`config.mk`:
```
export PLATFORM = sky130hd
export DESIGN_NAME = i2s_rx_auto
export DESIGN_NICKNAME = d
export VERILOG_FILES = /design/src/rtl/i2s_pkg.sv /design/src/rtl/i2s_clk_meter.sv /design/src/rtl/i2s_rx_auto.sv
export SDC_FILE = /design/constraint.sdc
export NUM_CORES = 1
export LEC_CHECK = 0
export CORE_UTILIZATION = 40
export DETAILED_ROUTE_END_ITERATION = 10
export DONT_BUFFER_PORTS = 1
export MAX_ROUTING_LAYER = met4
export PLACE_DENSITY_LB_ADDON = 0.15
export SYNTH_ARGS = -nofsm -noshare
export SYNTH_HDL_FRONTEND = slang
export SYNTH_HIERARCHICAL = 1
export SYNTH_SLANG_ARGS = --single-unit
```
`constraint.sdc`:
```
create_clock -name clk -period 3.12 [get_ports clk]
set_input_delay 0.468 -clock clk [delete_from_list [all_inputs] [get_ports clk]]
set_output_delay 0.468 -clock clk [all_outputs]
set_load 0.01 [all_outputs]
```
`src/rtl/i2s_pkg.sv`:
```
// Shared state type and cable pin maps for the user-port I2S receiver.
// usr_in bit order is {pin6, pin5, pin4, pin2}.
package i2s_pkg;

  typedef enum logic [1:0] {
    IDLE  = 2'd0,
    SHIFT = 2'd1,
    WAIT  = 2'd2
  } rx_state_t;

  localparam int PIN2 = 0;
  localparam int PIN4 = 1;
  localparam int PIN5 = 2;
  localparam int PIN6 = 3;

  localparam int STR_WS   = PIN5;
  localparam int STR_DATA = PIN2;
  localparam int STR_BCLK = PIN6;
  localparam int STR_MIDI = PIN4;

  localparam int CRS_WS   = PIN2;
  localparam int CRS_DATA = PIN5;
  localparam int CRS_BCLK = PIN4;
  localparam int CRS_MIDI = PIN6;

endpackage

```
`src/rtl/i2s_clk_meter.sv`:
```
// Pin synchroniser and glitch filter followed by a rising-edge detector and a
// saturating period counter (clk cycles between filtered rising edges).
module i2s_clk_meter #(
  parameter int DEB  = 2,
  parameter int CNTW = 5
) (
  input  logic            clk,
  input  logic            reset,
  input  logic            i_pin,
  output logic            o_level,
  output logic            o_rise,
  output logic [CNTW-1:0] o_period
);

  localparam int DBW = (DEB > 1) ? $clog2(DEB) : 1;
  localparam logic [DBW-1:0]  DEB_LAST = DBW'(DEB - 1);
  localparam logic [CNTW-1:0] CNT_MAX  = {CNTW{1'b1}};

  logic [1:0]      r_sync;
  logic [DBW-1:0]  r_deb;
  logic            r_level;
  logic            r_level_d;
  logic [CNTW-1:0] r_cnt;
  logic [CNTW-1:0] r_period;
  logic            w_rise;

  assign w_rise   = r_level & ~r_level_d;
  assign o_level  = r_level;
  assign o_rise   = w_rise;
  assign o_period = r_period;

  // Level only follows the synced pin after DEB consecutive differing samples.
  always_ff @(posedge clk) begin
    if (reset) begin
      r_sync    <= 2'b00;
      r_deb     <= '0;
      r_level   <= 1'b0;
      r_level_d <= 1'b0;
    end else begin
      r_sync    <= {r_sync[0], i_pin};
      r_level_d <= r_level;
      if (r_sync[1] == r_level) begin
        r_deb <= '0;
      end else if (r_deb == DEB_LAST) begin
        r_level <= r_sync[1];
        r_deb   <= '0;
      end else begin
        r_deb <= r_deb + 1'b1;
      end
    end
  end

  // A silent pin reads as a saturated (maximum) period.
  always_ff @(posedge clk) begin
    if (reset) begin
      r_cnt    <= '0;
      r_period <= '0;
    end else if (w_rise) begin
      r_period <= r_cnt;
      r_cnt    <= '0;
    end else if (r_cnt == CNT_MAX) begin
      r_period <= CNT_MAX;
    end else begin
      r_cnt <= r_cnt + 1'b1;
    end
  end

endmodule

```
`src/rtl/i2s_rx_auto.sv`:
```
// Auto-cabling I2S / left-justified stereo receiver: picks the bit clock by
// period, deserialises L/R words and presents them as one atomic pair.
module i2s_rx_auto
  import i2s_pkg::*;
#(
  parameter int DW      = 16,
  parameter int MAXBITS = 32,
  parameter int DEB     = 2,
  parameter int CNTW    = 5,
  parameter int HYST    = 8,
  parameter int TIMEOUT = 4096,
  parameter int LJ_MODE = 0
) (
  input  logic                 clk,
  input  logic                 reset,
  input  logic [3:0]           usr_in,
  output logic                 midi_rx,
  output logic                 crossed,
  output logic                 locked,
  output logic signed [DW-1:0] sample_l,
  output logic signed [DW-1:0] sample_r,
  output logic                 sample_vld
);

  localparam int DBW = (DEB > 1) ? $clog2(DEB) : 1;
  localparam int LIM = (DW < MAXBITS) ? DW : MAXBITS;
  localparam int BCW = $clog2(LIM + 1);
  localparam int HCW = (HYST > 1) ? $clog2(HYST) : 1;
  localparam int WDW = $clog2(TIMEOUT + 1);
  localparam logic [DBW-1:0] DEB_LAST  = DBW'(DEB - 1);
  localparam logic [BCW-1:0] BIT_LIM   = BCW'(LIM);
  localparam logic [HCW-1:0] HYST_LAST = HCW'(HYST - 1);
  localparam logic [WDW-1:0] WD_LAST   = WDW'(TIMEOUT - 1);
  localparam logic [WDW-1:0] WD_MAX    = WDW'(TIMEOUT);
  localparam logic [DW-1:0]  MSB_MASK  = {1'b1, {(DW-1){1'b0}}};

  logic            w_lvl4, w_rise4, w_lvl6, w_rise6;
  logic [CNTW-1:0] w_per4, w_per6;
  logic [1:0]      r_s1, r_s2, r_lvl25;
  logic [DBW-1:0]  r_deb25 [2];
  logic [3:0]      w_pins, w_rises;
  logic            w_ws, w_data, w_rise, w_tog, w_timeout, w_cable_chg, w_raw;
  logic            r_crossed, r_crossed_d, r_ws_prev, r_have_left, r_pair_go;
  logic [HCW-1:0]  r_hyst;
  logic [WDW-1:0]  r_wd;
  logic [BCW-1:0]  r_bitcnt;
  logic [DW-1:0]   r_buf, r_mask, r_hold_l, r_hold_r;
  rx_state_t       r_state;

  i2s_clk_meter #(.DEB(DEB), .CNTW(CNTW)) u_meter4 (
    .clk(clk), .reset(reset), .i_pin(usr_in[PIN4]),
    .o_level(w_lvl4), .o_rise(w_rise4), .o_period(w_per4)
  );

  i2s_clk_meter #(.DEB(DEB), .CNTW(CNTW)) u_meter6 (
    .clk(clk), .reset(reset), .i_pin(usr_in[PIN6]),
    .o_level(w_lvl6), .o_rise(w_rise6), .o_period(w_per6)
  );

  // Pins 2 and 5 share the meters' sync/filter timing so ws/data stay aligned to bclk.
  always_ff @(posedge clk) begin
    if (reset) begin
      r_s1       <= 2'b00;
      r_s2       <= 2'b00;
      r_lvl25    <= 2'b00;
      r_deb25[0] <= '0;
      r_deb25[1] <= '0;
    end else begin
      r_s1 <= {usr_in[PIN5], usr_in[PIN2]};
      r_s2 <= r_s1;
      for (int i = 0; i < 2; i++) begin
        if (r_s2[i] == r_lvl25[i]) begin
          r_deb25[i] <= '0;
        end else if (r_deb25[i] == DEB_LAST) begin
          r_lvl25[i] <= r_s2[i];
          r_deb25[i] <= '0;
        end else begin
          r_deb25[i] <= r_deb25[i] + 1'b1;
        end
      end
    end
  end

  always_comb begin
    w_pins        = 4'b0000;
    w_pins[PIN2]  = r_lvl25[0];
    w_pins[PIN4]  = w_lvl4;
    w_pins[PIN5]  = r_lvl25[1];
    w_pins[PIN6]  = w_lvl6;
    w_rises       = 4'b0000;
    w_rises[PIN4] = w_rise4;
    w_rises[PIN6] = w_rise6;
  end

  assign w_ws        = r_crossed ? w_pins[CRS_WS]    : w_pins[STR_WS];
  assign w_data      = r_crossed ? w_pins[CRS_DATA]  : w_pins[STR_DATA];
  assign w_rise      = r_crossed ? w_rises[CRS_BCLK] : w_rises[STR_BCLK];
  assign midi_rx     = r_crossed ? w_pins[CRS_MIDI]  : w_pins[STR_MIDI];
  assign w_tog       = w_rise & (w_ws != r_ws_prev);
  assign w_timeout   = ~w_rise & (r_wd == WD_LAST);
  assign w_cable_chg = r_crossed ^ r_crossed_d;
  assign w_raw       = (w_per4 <= w_per6);
  assign crossed     = r_crossed;

  // The faster of pin4/pin6 is the bit clock; HYST agreeing votes needed to switch.
  always_ff @(posedge clk) begin
    if (reset) begin
      r_crossed   <= 1'b0;
      r_crossed_d <= 1'b0;
      r_hyst      <= '0;
    end else begin
      r_crossed_d <= r_crossed;
      if (w_rise4) begin
        if (w_raw == r_crossed) begin
          r_hyst <= '0;
        end else if (r_hyst == HYST_LAST) begin
          r_crossed <= w_raw;
          r_hyst    <= '0;
        end else begin
          r_hyst <= r_hyst + 1'b1;
        end
      end
    end
  end

  always_ff @(posedge clk) begin
    if (reset) begin
      r_wd <= '0;
    end else if (w_rise) begin
      r_wd <= '0;
    end else if (r_wd != WD_MAX) begin
      r_wd <= r_wd + 1'b1;
    end
  end

  // A ws toggle commits the finished word before the same rise's bit is considered.
  always_ff @(posedge clk) begin
    if (reset) begin
      r_state     <= IDLE;
      r_ws_prev   <= 1'b0;
      r_have_left <= 1'b0;
      r_pair_go   <= 1'b0;
      r_bitcnt    <= '0;
      r_buf       <= '0;
      r_mask      <= '0;
      r_hold_l    <= '0;
      r_hold_r    <= '0;
    end else begin
      r_pair_go <= 1'b0;
      if (w_rise) r_ws_prev <= w_ws;
      if (w_timeout || w_cable_chg) begin
        r_state     <= IDLE;
        r_have_left <= 1'b0;
      end else if (w_tog) begin
        if (r_state != IDLE) begin
          if (!r_ws_prev) begin
            r_hold_l    <= r_buf;
            r_have_left <= 1'b1;
          end else begin
            r_hold_r    <= r_buf;
            r_pair_go   <= r_have_left;
            r_have_left <= 1'b0;
          end
        end
        r_state <= SHIFT;
        if (LJ_MODE != 0) begin
          r_buf    <= {w_data, {(DW-1){1'b0}}};
          r_mask   <= MSB_MASK >> 1;
          r_bitcnt <= BCW'(1);
        end else begin
          r_buf    <= '0;
          r_mask   <= MSB_MASK;
          r_bitcnt <= '0;
        end
      end else if (w_rise && r_state == SHIFT) begin
        if (r_bitcnt < BIT_LIM) begin
          r_buf    <= r_buf | (r_mask & {DW{w_data}});
          r_mask   <= r_mask >> 1;
          r_bitcnt <= r_bitcnt + 1'b1;
        end else begin
          r_state <= WAIT;
        end
      end
    end
  end

  always_ff @(posedge clk) begin
    if (reset) begin
      sample_l   <= '0;
      sample_r   <= '0;
      sample_vld <= 1'b0;
      locked     <= 1'b0;
    end else begin
      sample_vld <= 1'b0;
      if (w_timeout) begin
        sample_l <= '0;
        sample_r <= '0;
        locked   <= 1'b0;
      end else if (r_pair_go) begin
        sample_l   <= r_hold_l;
        sample_r   <= r_hold_r;
        sample_vld <= 1'b1;
        locked     <= 1'b1;
      end
    end
  end

endmodule
```
==> out/metrics.yaml, run 1 <==
synthesis:
  synth_top_area_share: 0.490
  netlist_area_mm2: 0.00662
  synth_top_cell_by_area: "dfxtp_1"
  seq_area_frac_synth: 0.499
  yosys-top-cells-area: "dfxtp_1 (49%), mux2i_1 (11%), nand2b_1 (5.4%)"
  synthMuxAreaShare: 0.119
  async_flop_share: 0
  synth_xor_area_frac: 0.0265
  netlist_instances: 639
  ys_ff_latch: 164
  synth_flop_cell: "dfxtp_1"
  synth_top_family_by_area: "simple AND/OR/NAND/NOR gates"
  yosys.cell_types.count: 57
  synth-adder-area-share: 0.0265
  yosysWarningCount: 6
  avgSynthCellArea_um2: 10.4
  synth_compound_area_frac: 0.0947
  synthSimpleGateAreaFrac: 0.192
  synth_edf_count: 2
floorplanning:
  fp.dieArea_mm2: 0.0171
  rows: 46
  die_w_um: 131
  ioPinCount: 42
  initial_core_util: 0.414
  core_area_mm2: 0.0160
  fp.dieH_um: 131
power:
  vdd_drop_max_mv: 0.369
  p_leak_nw: 2.72
  power_density_mw_per_mm2: 595
route:
  vias_per_cell: 4.99
  first_pass_iters: 4
  postRouteAntennaNets: 0
  drc_errors: 0
  routedWlPerCell_um: 13.5
  wl_um: 11600
  drt-initial-drc-count: 181
  vias: 4278
outcome:
  outcome: "finished clean"
timing:
  fmax_mhz: 366
  slew-limit-headroom: 0.327
  finalSetupViolations: 0
  hold_viol_final: 0
  period_minus_slack_ns: 2.73
  rsz0062_at_grt: "no"
  clock_skew_ns: 0.0118
  finalSetupTns_ns: 0
  maxSlewViolCount: 0
  worst_hold_slack_ns: 0.105
  fin_crit_sh: 0.875
  tightest_slew_ns: 1.01
worst_setup_path:
  arrival_ns: 3.09
  critPathMaxFanout: 16
  worstSetupPathType: "reg2reg"
  worstPathRequired_ns: 3.48
  worstSetupStartpointType: "flip-flop"
  setup.worst_path.end_class: "flip-flop"
grt:
  grt.total_usage: 0.152
  grt_max_degree: 98
  grt_pass1_wl_um: 19700
  antenna_found_initial: 0
  grt_pass1_vias: 4015
  grt_overflow: 0
clocking:
  root_buffer: "clkbuf_16"
  worst_skew_pair.late_latency_ns: 0.43
  cts_post_setup_buffers_inserted: 0
  cts_hold_buffers: 0
  clockBufferDepth: 2
  cts_tree: "done"
  cts_resized: 0
  clkTransAtPathRegs_ns: 0.07
  cts_sinks: 164
  numCtsBuffers: 17
  cts-htree-levels: 4
placement:
  post-dp-hpwl_um: 7830
  io_buffers: 0
  place.gp.congestion: 0.795
finish:
  syn_to_final_growth_pct: 10.9
  drive_gt1_frac: 0.120
  antenna_cells: 0
  final_net_count: 649
worst_hold_path:
  hp-class: "in2reg"
flow_run:
  maxCapViolCount: 0
[worst max-delay path, stage by stage, from the launching register on]
cell and delay (ns):
dfxtp_1 0.42, nand2b_2 0.24, inv_2 0.19, nand2_1 0.12, o22ai_2 0.40, o21ai_1 0.21, nor3_4 0.80, mux2i_1 0.27
[cells in the mapped netlist, drive strengths merged (6+ instances only)]
cell and n:
a211oi 10, a21oi 12, a22o 16, a31oi 17
buf 15, clkbuf 20, dfxtp 162, ha 14
inv 17, mux2i 73, nand2 11, nand2b 59
nand3 7, nor2 100, nor2b 16, nor3 10
o21ai 10, or3 6, xnor2 11, xor2 9
[cells by family (layout without fill, tap and decap cells)]
logic type,count (synthesis),in the layout
and+or+nand+nor,230,230
DFF,164,164
AOI/OAI and AO/OA,80,80
muxes,78,78
buffers and inverters,52,54
xor gates and xnor gates,20,20
adders and majority gates,14,14
other,1,2
[registers in the layout, indices dropped and copies added (netlist names), 13 cells and up]
signal,cells
r_hold_l,16
r_hold_r,16
sample_l,16
r_mask,16
sample_r,16
r_wd,13
r_buf,16
[area by class of cell]
type                    instances  area (µm²)
fillers                      1551        8660
flip-flops and latches        164        3300
multi-input cells             424        3050
clock buffers                  17         425
well taps                     216         270
clock inverters                15         194
inverters                      17        63.8
repair buffers                  5        37.5
[through the flow]
stage	cell area (µm²)	cells	utilization	power, mW	worst slack (ns)
finish	7340	858	0.459	4.37	0.391
floorplan	6630	640	-	2.27	0.942
CTS	7340	858	0.459	4.42	0.356
global route	7340	858	0.459	4.54	0.154
global placement	6720	826	0.420	2.27	0.464
detailed placement	6720	826	0.420	2.27	0.401
[layer usage]
| layer | vias up | global-route usage | part of all wire |
|---|---|---|---|
| met2 | 68 | 0.226 | 0.46 |
| met3 | 10 | 0.0485 | 0.040 |
| met1 | 2014 | 0.193 | 0.49 |
| met5 | - | - | 0 |
| li1 | 2186 | - | - |
| met4 | 0 | 0.0541 | 0.010 |
[power breakdown]
part	internal (mW)	switching [mW]	leakage [nW]
Sequential	2.12	0.0228	1.33
Combinational	0.0395	0.0424	1.09
Clock	1.22	0.929	0.302
Total	3.38	0.994	2.72
[placed cells by master (no fill, tap or decap), drive strengths merged, types with 2 or more instances in the layout]
cell     instances
conb             2
o31ai            2
nand3            7
buf              5
a31oi           17
o22ai            2
a2111oi          2
mux2i           73
nand2b          59
edfxtp           2
nor2           100
nand2           11
nor4b            2
ha              14
clkinv           5
nor3            10
nor2b           16
bufinv           2
a22o            16
or4              2
inv             24
nor4             3
and3             4
xnor2           11
a21o             3
a211oi          10
a21oi           12
nand4            5
o21ai           10
xor2             9
or3              6
clkbuf          17
mux2             5
nand4b           2
dfxtp          162
[worst paths after layout]
kind / slack, ns / endpoint / startpoint / cells after the start
setup / recovery: 0.39 / r_hold_l[12] / u_meter4/o_level / 7
hold / removal: 0.11 / u_meter6/r_sync[0] / reset / 1
setup reg to reg: 0.39 / r_hold_l[12] / u_meter4/o_level / 7
hold reg to reg: 0.43 / r_pair_go / r_have_left / 2
(Power assumes the default switching activity.)
==> run 2: changes to the inputs <==
--- a/config.mk
+++ b/config.mk
@@ -5,7 +5,9 @@
 export SDC_FILE = /design/constraint.sdc
 export NUM_CORES = 1
 export LEC_CHECK = 0
+export ABC_AREA = 1
 export CORE_UTILIZATION = 40
+export CTS_CLUSTER_DIAMETER = 30
 export DETAILED_ROUTE_END_ITERATION = 10
 export DONT_BUFFER_PORTS = 1
 export MAX_ROUTING_LAYER = met4
==> run 2 against run 1 <==
Compared with the run above:
- global-route usage rose by 1.6 points
- final area rose by 1.6%
- clock power fell by 7%
- clock skew fell by 0.0048 ns
- combinational power rose by 120%
- worst setup slack improved by 0.23 ns
- largest cell class unchanged
==> out/metrics.yaml, run 2 <==
synthesis:
  netlist_instances: 902  # +41%
  synth_top_cell_by_area: "dfxtp_1"
  ys_ff_latch: 164  # unchanged
  avgSynthCellArea_um2: 7.53  # -27%
  yosys.cell_types.count: 38  # -33%
  yosys-top-cells-area: "dfxtp_1 (48%), nand2_1 (10%), a21oi_1 (7.3%)"
  synth_edf_count: 2  # unchanged
  yosysWarningCount: 6  # unchanged
  synth.most_common_cell: "nand2_1"
  synth_flop_cell: "dfxtp_1"
  netlist_area_mm2: 0.00679  # +2.5%
  synth_top_area_share: 0.478  # -0.0121
  seq_area_frac_synth: 0.486  # -0.0123
  synth_common_cells: "nand2_1 (186), dfxtp_1 (162), inv_1 (111), a21oi_1 (99), nor2_1 (97)"
  async_flop_share: 0  # unchanged
worst_setup_path:
  slowest_stage: "clkinv_1"
  critPathMaxFanout: 34  # +18
  worstSetupStartpointType: "flip-flop"
  setup.worst_path.end_class: "flip-flop"
  worstSetupPathType: "reg2reg"
  arrival_ns: 2.83  # -0.26 ns
  path_depth: 8  # +1
  critPathTopFamily: "buffers and inverters"
  worstPathRequired_ns: 3.45  # -0.03 ns
  crit_buf_inv: 3  # +2
  reg2reg_depth: 8  # +1
  critPathMaxStageDelay_ns: 0.77  # -0.03 ns
  cp_cell_sequence: "nand2_2, inv_2, nand2_1, nand2_4, inv_2, a21oi_1, clkinv_1, a21oi_1"
timing:
  fin_crit_sh: 0.800  # -0.0745
  fmax_mhz: 400  # +9.3%
  hold_viol_final: 0  # unchanged
  worst_hold_slack_ns: 0.107  # +0.00138 ns
  finalSetupTns_ns: 0  # unchanged
  maxSlewViolCount: 0  # unchanged
  clock_skew_ns: 0.00705  # -0.00475 ns
  slew-limit-headroom: 0.272  # -0.0551
  finalSetupViolations: 0  # unchanged
  rsz0062_at_grt: "no"
  tightest_slew_ns: 1.08  # +0.0787 ns
  period_minus_slack_ns: 2.50  # -0.232 ns
clocking:
  cts-htree-levels: 4  # unchanged
  cts_hold_buffers: 0  # unchanged
  numCtsBuffers: 17  # unchanged
  cts_sinks: 164  # unchanged
  cts_post_setup_buffers_inserted: 0  # unchanged
  cts_tree: "done"
  worst_skew_pair.late_latency_ns: 0.43  # about the same
  clockBufferDepth: 2  # unchanged
  root_buffer: "clkbuf_16"
  cts_resized: 0  # unchanged
  clkTransAtPathRegs_ns: 0.06  # about the same
finish:
  final_net_count: 911  # +40%
  drive_gt1_frac: 0.0775  # -0.0424
  fillers: 1715  # +11%
  final_common_cell: "nand2_1"
  antenna_cells: 0  # unchanged
  layout_common_cells: "nand2_1 (186), dfxtp_1 (162), inv_1 (111), a21oi_1 (99), nor2_1 (97)"
  syn_to_final_growth_pct: 9.90
grt:
  grt_pass1_wl_um: 23100  # +17%
  grt_overflow: 0  # unchanged
  grt.total_usage: 0.168  # +0.0157
  antenna_found_initial: 0  # unchanged
  grt_max_degree: 43  # -56%
  grt_pass1_vias: 4853  # +21%
floorplanning:
  core_area_mm2: 0.0166  # +3.6%
  fp.dieH_um: 132  # +1.2%
  initial_core_util: 0.409  # -0.00444
  rows: 47  # +2.2%
  ioPinCount: 42  # unchanged
  fp.dieArea_mm2: 0.0175  # +2.5%
  die_w_um: 132  # +1.2%
worst_hold_path:
  hp-class: "in2reg"
  hold_path_depth: 1  # unchanged
power:
  vdd_drop_max_mv: 0.400  # +8.5%
  p_leak_nw: 2.78  # +2.3%
  power_density_mw_per_mm2: 584  # -2.0%
route:
  vias_per_cell: 4.69  # -5.9%
  first_pass_iters: 4  # unchanged
  vias: 5268  # +23%
  drt-initial-drc-count: 276  # +52%
  wl_um: 13500  # +16%
  drc_errors: 0  # unchanged
  routedWlPerCell_um: 12.0  # -11%
  postRouteAntennaNets: 0  # unchanged
placement:
  place.gp.congestion: 0.785  # -1.2%
  post-dp-hpwl_um: 8870  # +13%
  io_buffers: 0  # unchanged
flow_run:
  maxCapViolCount: 0  # unchanged
outcome:
  outcome: "finished clean"
==> run 2: power by group <==
group	internal, mW	total (mW)	switching, mW	leakage (nW)
registers	2.13	2.16	0.0255	1.33
clock network	1.13	2.01	0.888	0.268
logic	0.0577	0.181	0.124	1.18
==> run 2: layout make-up <==
| class | count | area (µm²) | area share |
|---|---|---|---|
| flip-flops and latches | 164 | 3300 | 0.443 |
| multi-input cells | 578 | 2790 | 0.374 |
| inverters | 122 | 465 | 0.0624 |
| clock buffers | 18 | 439 | 0.0589 |
| well taps | 220 | 275 | 0.0369 |
| clock inverters | 13 | 126 | 0.0169 |
| repair buffers | 8 | 60.1 | 0.00805 |
==> run 2: metal layers <==
layer  vias to the layer above  wire (µm)  part of all wire  GRT usage
met1                      2330       7170              0.53      0.220
met3                        20        399             0.030     0.0411
met4                         0        214             0.016     0.0690
li1                       2853          -                 -          -
met2                        65       5670              0.42      0.247
met5                         -          0                 0          -
==> run 2: path summary, 6_finish.rpt <==
path	start	endpoint	slack, ns
max	u_meter4/o_level	sample_l[2]	0.62
min	reset	r_s2[0]	0.11
max reg2reg	u_meter4/o_level	sample_l[2]	0.62
min reg2reg	u_meter4/r_sync[0]	u_meter4/r_sync[1]	0.40
==> run 2: through the flow <==
stage	power [mW]	std cells	setup slack, ns	utilization	cell area [µm²]
floorplan	2.36	903	1.46	-	6790
global placement	2.39	1092	0.732	0.416	6900
detailed placement	2.39	1092	0.612	0.416	6900
CTS	4.41	1123	0.606	0.450	7460
global route	4.53	1123	0.281	0.450	7460
finish	4.35	1123	0.623	0.450	7460
==> run 2: worst register-to-register path, delay by kind of cell, from the launching register on <==
family	cells	cell delay (ns)
AO/OA/AOI/OAI	2	0.60
buffers and inverters	3	1.03
flip-flops	1	0.38
AND/OR/NAND/NOR	3	0.39
==> run 2: kinds of logic (layout without fill, tap and decap cells) <==
family / count (synthesis) / count (layout) / share of synthesized area
compound gates: 149 / 149 / 0.115
simple gates: 411 / 411 / 0.267
buf+inv: 161 / 161 / 0.103
fa+ha+maj: 14 / 14 / 0.0258
xor+xnor: 2 / 2 / 0.00258
other cells: 1 / 2 / 0.000552
flops: 164 / 164 / 0.486
==> run 3: changes to the inputs <==
==> constraint.sdc (replaced) <==
create_clock -name clk -period 2 [get_ports clk]
set_input_delay 0.3 -clock clk [delete_from_list [all_inputs] [get_ports clk]]
set_output_delay 0.3 -clock clk [all_outputs]
set_load 0.01 [all_outputs]
==> run 3 against run 2 <==
Compared with the run above:
- clock power is 65% higher
- cell count up 1.6%
- total power grew 61%
- non-clock buffer count is 17 higher
- fmax up 38%
- sequential share of layout area shrank 1.3 points
- highest routed layer unchanged
- sequential power increased by 56%
==> out/metrics.yaml, run 3 (same netlist as run 2, synthesis figures left out) <==
outcome:
  outcome: "finished clean"
grt:
  grt_pass1_wl_um: 23500  # +1.8%
  grt.total_usage: 0.173  # +0.00546
  grt_pass1_vias: 4807  # -0.95%
  grt_max_degree: 51  # +19%
  grt_overflow: 0  # unchanged
  antenna_found_initial: 0  # unchanged
finish:
  syn_to_final_growth_pct: 13.2
  layout_common_cells: "nand2_1 (186), dfxtp_1 (162), inv_1 (111), a21oi_1 (99), nor2_1 (97)"
  multi_input_comb_area_mm2: 0.00281  # +0.49%
  final_net_count: 928  # +1.9%
  antenna_cells: 0  # unchanged
  ff_latch_area_mm2: 0.00330  # unchanged
  fin_area_mm2: 0.00769  # +3.1%
  drive_gt1_frac: 0.0901  # +0.0126
  fillers: 1729  # +0.82%
  final_common_cell: "nand2_1"
placement:
  place.gp.congestion: 0.755  # -3.8%
  preCtsSetupSlack_ns: 0.130  # -0.482 ns
  placed_cell_area_mm2: 0.00702  # +1.9%
  io_buffers: 0  # unchanged
  post-dp-hpwl_um: 8920  # +0.54%
worst_setup_path:
  critPathMaxFanout: 17  # -50%
  r2r_end: "r_hold_l[9]"
  worstSetupStartpointType: "flip-flop"
  cp-startpoint: "r_wd[0]"
  worstPathRequired_ns: 2.31  # -1.14 ns
  critPathMaxStageDelay_ns: 0.34  # -0.43 ns
  r2r_start: "r_wd[0]"
  reg2reg_depth: 10  # +2
  r2r_slack_ns: 0.19  # -0.43 ns
  arrival_ns: 2.12  # -0.71 ns
  worstSetupPathType: "reg2reg"
  slowest_stage: "dfxtp_1"
  cp-endpoint: "r_hold_l[9]"
  path_common_cell: "nand2_1"
  cp_cell_sequence: "ha_1, nand2_1, nor2_2, nand2_1, nor2_4, a21oi_4, buf_4, nand2_8, nand2_1, a21oi_1"
  setup.worst_path.end_class: "flip-flop"
route:
  routedWlPerCell_um: 12.0  # +0.22%
  vias_per_cell: 4.65  # -0.81%
  vias: 5309  # +0.78%
  first_pass_iters: 4  # unchanged
  drt-initial-drc-count: 348  # +26%
  postRouteAntennaNets: 0  # unchanged
  drc_errors: 0  # unchanged
  wl_um: 13700  # +1.8%
timing:
  finalSetupTns_ns: 0  # unchanged
  worst_hold_slack_ns: 0.0200  # -0.0866 ns
  clock_skew_ns: 0.0132  # +0.00616 ns
  finalSetupViolations: 0  # unchanged
  tightest_slew_ns: 0.532  # -0.552 ns
  rsz0062_at_grt: "yes"
  fmax_mhz: 553  # +38%
  fin_crit_sh: 0.904  # +0.104
  hold_viol_final: 0  # unchanged
  slew-limit-headroom: 0.642  # +0.370
  maxSlewViolCount: 0  # unchanged
  period_minus_slack_ns: 1.81  # -0.689 ns
  fin_ws_ns: 0.192  # -0.431 ns
floorplanning:
  ioPinCount: 42  # unchanged
  initial_core_util: 0.409  # unchanged
  fp.dieArea_mm2: 0.0175  # unchanged
  rows: 47  # unchanged
  core_area_mm2: 0.0166  # unchanged
  die_w_um: 132  # unchanged
  fp.dieH_um: 132  # unchanged
clocking:
  root_buffer: "clkbuf_16"
  cts_tree: "done"
  worst_skew_pair.late_latency_ns: 0.44  # about the same
  clockBufferDepth: 2  # unchanged
  cts-htree-levels: 4  # unchanged
  cts_sinks: 164  # unchanged
  clkTransAtPathRegs_ns: 0.07  # about the same
  numCtsBuffers: 17  # unchanged
power:
  p_total_mw: 7.00  # +61%
  switching_share: 0.241  # +0.00285
  comb_power_share: 0.045  # +0.003
  power_frac_seq: 0.481  # -0.015
  power_density_mw_per_mm2: 910  # +56%
  clock_power_share: 0.474  # +0.011
  power.internal_mw: 5.31  # +60%
  p_sw_mw: 1.69  # +63%
  vdd_drop_max_mv: 0.645  # +61%
  p_leak_nw: 2.90  # +4.3%
worst_hold_path:
  hp-class: "in2reg"
  hp-start: "reset"
flow_run:
  maxCapViolCount: 0  # unchanged
==> run 3: cell types whose count changed in the layout (fill, tap and decap cells not counted), sizes merged <==
cell         before  now
buf               8   21
dlygate4sd3       0    4
inv             125  128
clkinv            5    3
bufinv            1    2
clkinvlp          4    3
==> run 3: what timing repair did <==
item | in CTS | in global routing
endpoints found under the setup margin | 0 | 20
hold buffers | 5 | 0
buffers inserted | 0 | 0
resized for setup | 0 | 2
hold endpoints to repair | 33 | 0
==> run 3: final cells by class <==
class,count,area share
clock buffer,18,0.0558
clock inverter,14,0.0212
inverter,122,0.0605
multi-input combinational,578,0.365
sequential,164,0.430
tap,220,0.0358
timing repair buffer,25,0.0322
==> run 3: worst min path at each step <==
stage / to / cells past startpoint
global route: u_meter4/r_deb / 3
global placement: r_s2[0] / 1
finish: u_meter4/r_deb / 3
detailed placement: r_mask[15] / 1
CTS: u_meter4/r_deb / 3
floorplan: u_meter4/r_sync[0] / 1
==> run 3: power by group through the flow <==
stage	logic (mW)	registers [mW]	clock network [mW]
after global placement	0.296	3.44	0
after CTS	0.320	3.37	3.40
final	0.315	3.37	3.32
after global routing	0.370	3.38	3.53
after floorplan	0.245	3.43	0
after detailed placement	0.296	3.44	0
==> run 3: through the flow <==
step / utilization / instances
finish: 0.464 / 1141
global route: 0.464 / 1141
CTS: 0.463 / 1141
detailed placement: 0.424 / 1104
global placement: 0.424 / 1104
floorplan: - / 903
==> run 3: critical path, delay by kind of cell (launching register included) <==
kind	cells	cell delay (ns)
flip-flops	1	0.34
buffers and inverters	1	0.28
adder cells (fa/ha/maj)	1	0.21
AO/OA/AOI/OAI	2	0.24
AND/OR/NAND/NOR	6	0.59
==> run 3: per-layer routing <==
metal,wire length [µm],global-route usage
met4,232,0.0805
met5,0,-
met3,477,0.0400
met1,7370,0.234
met2,5620,0.243
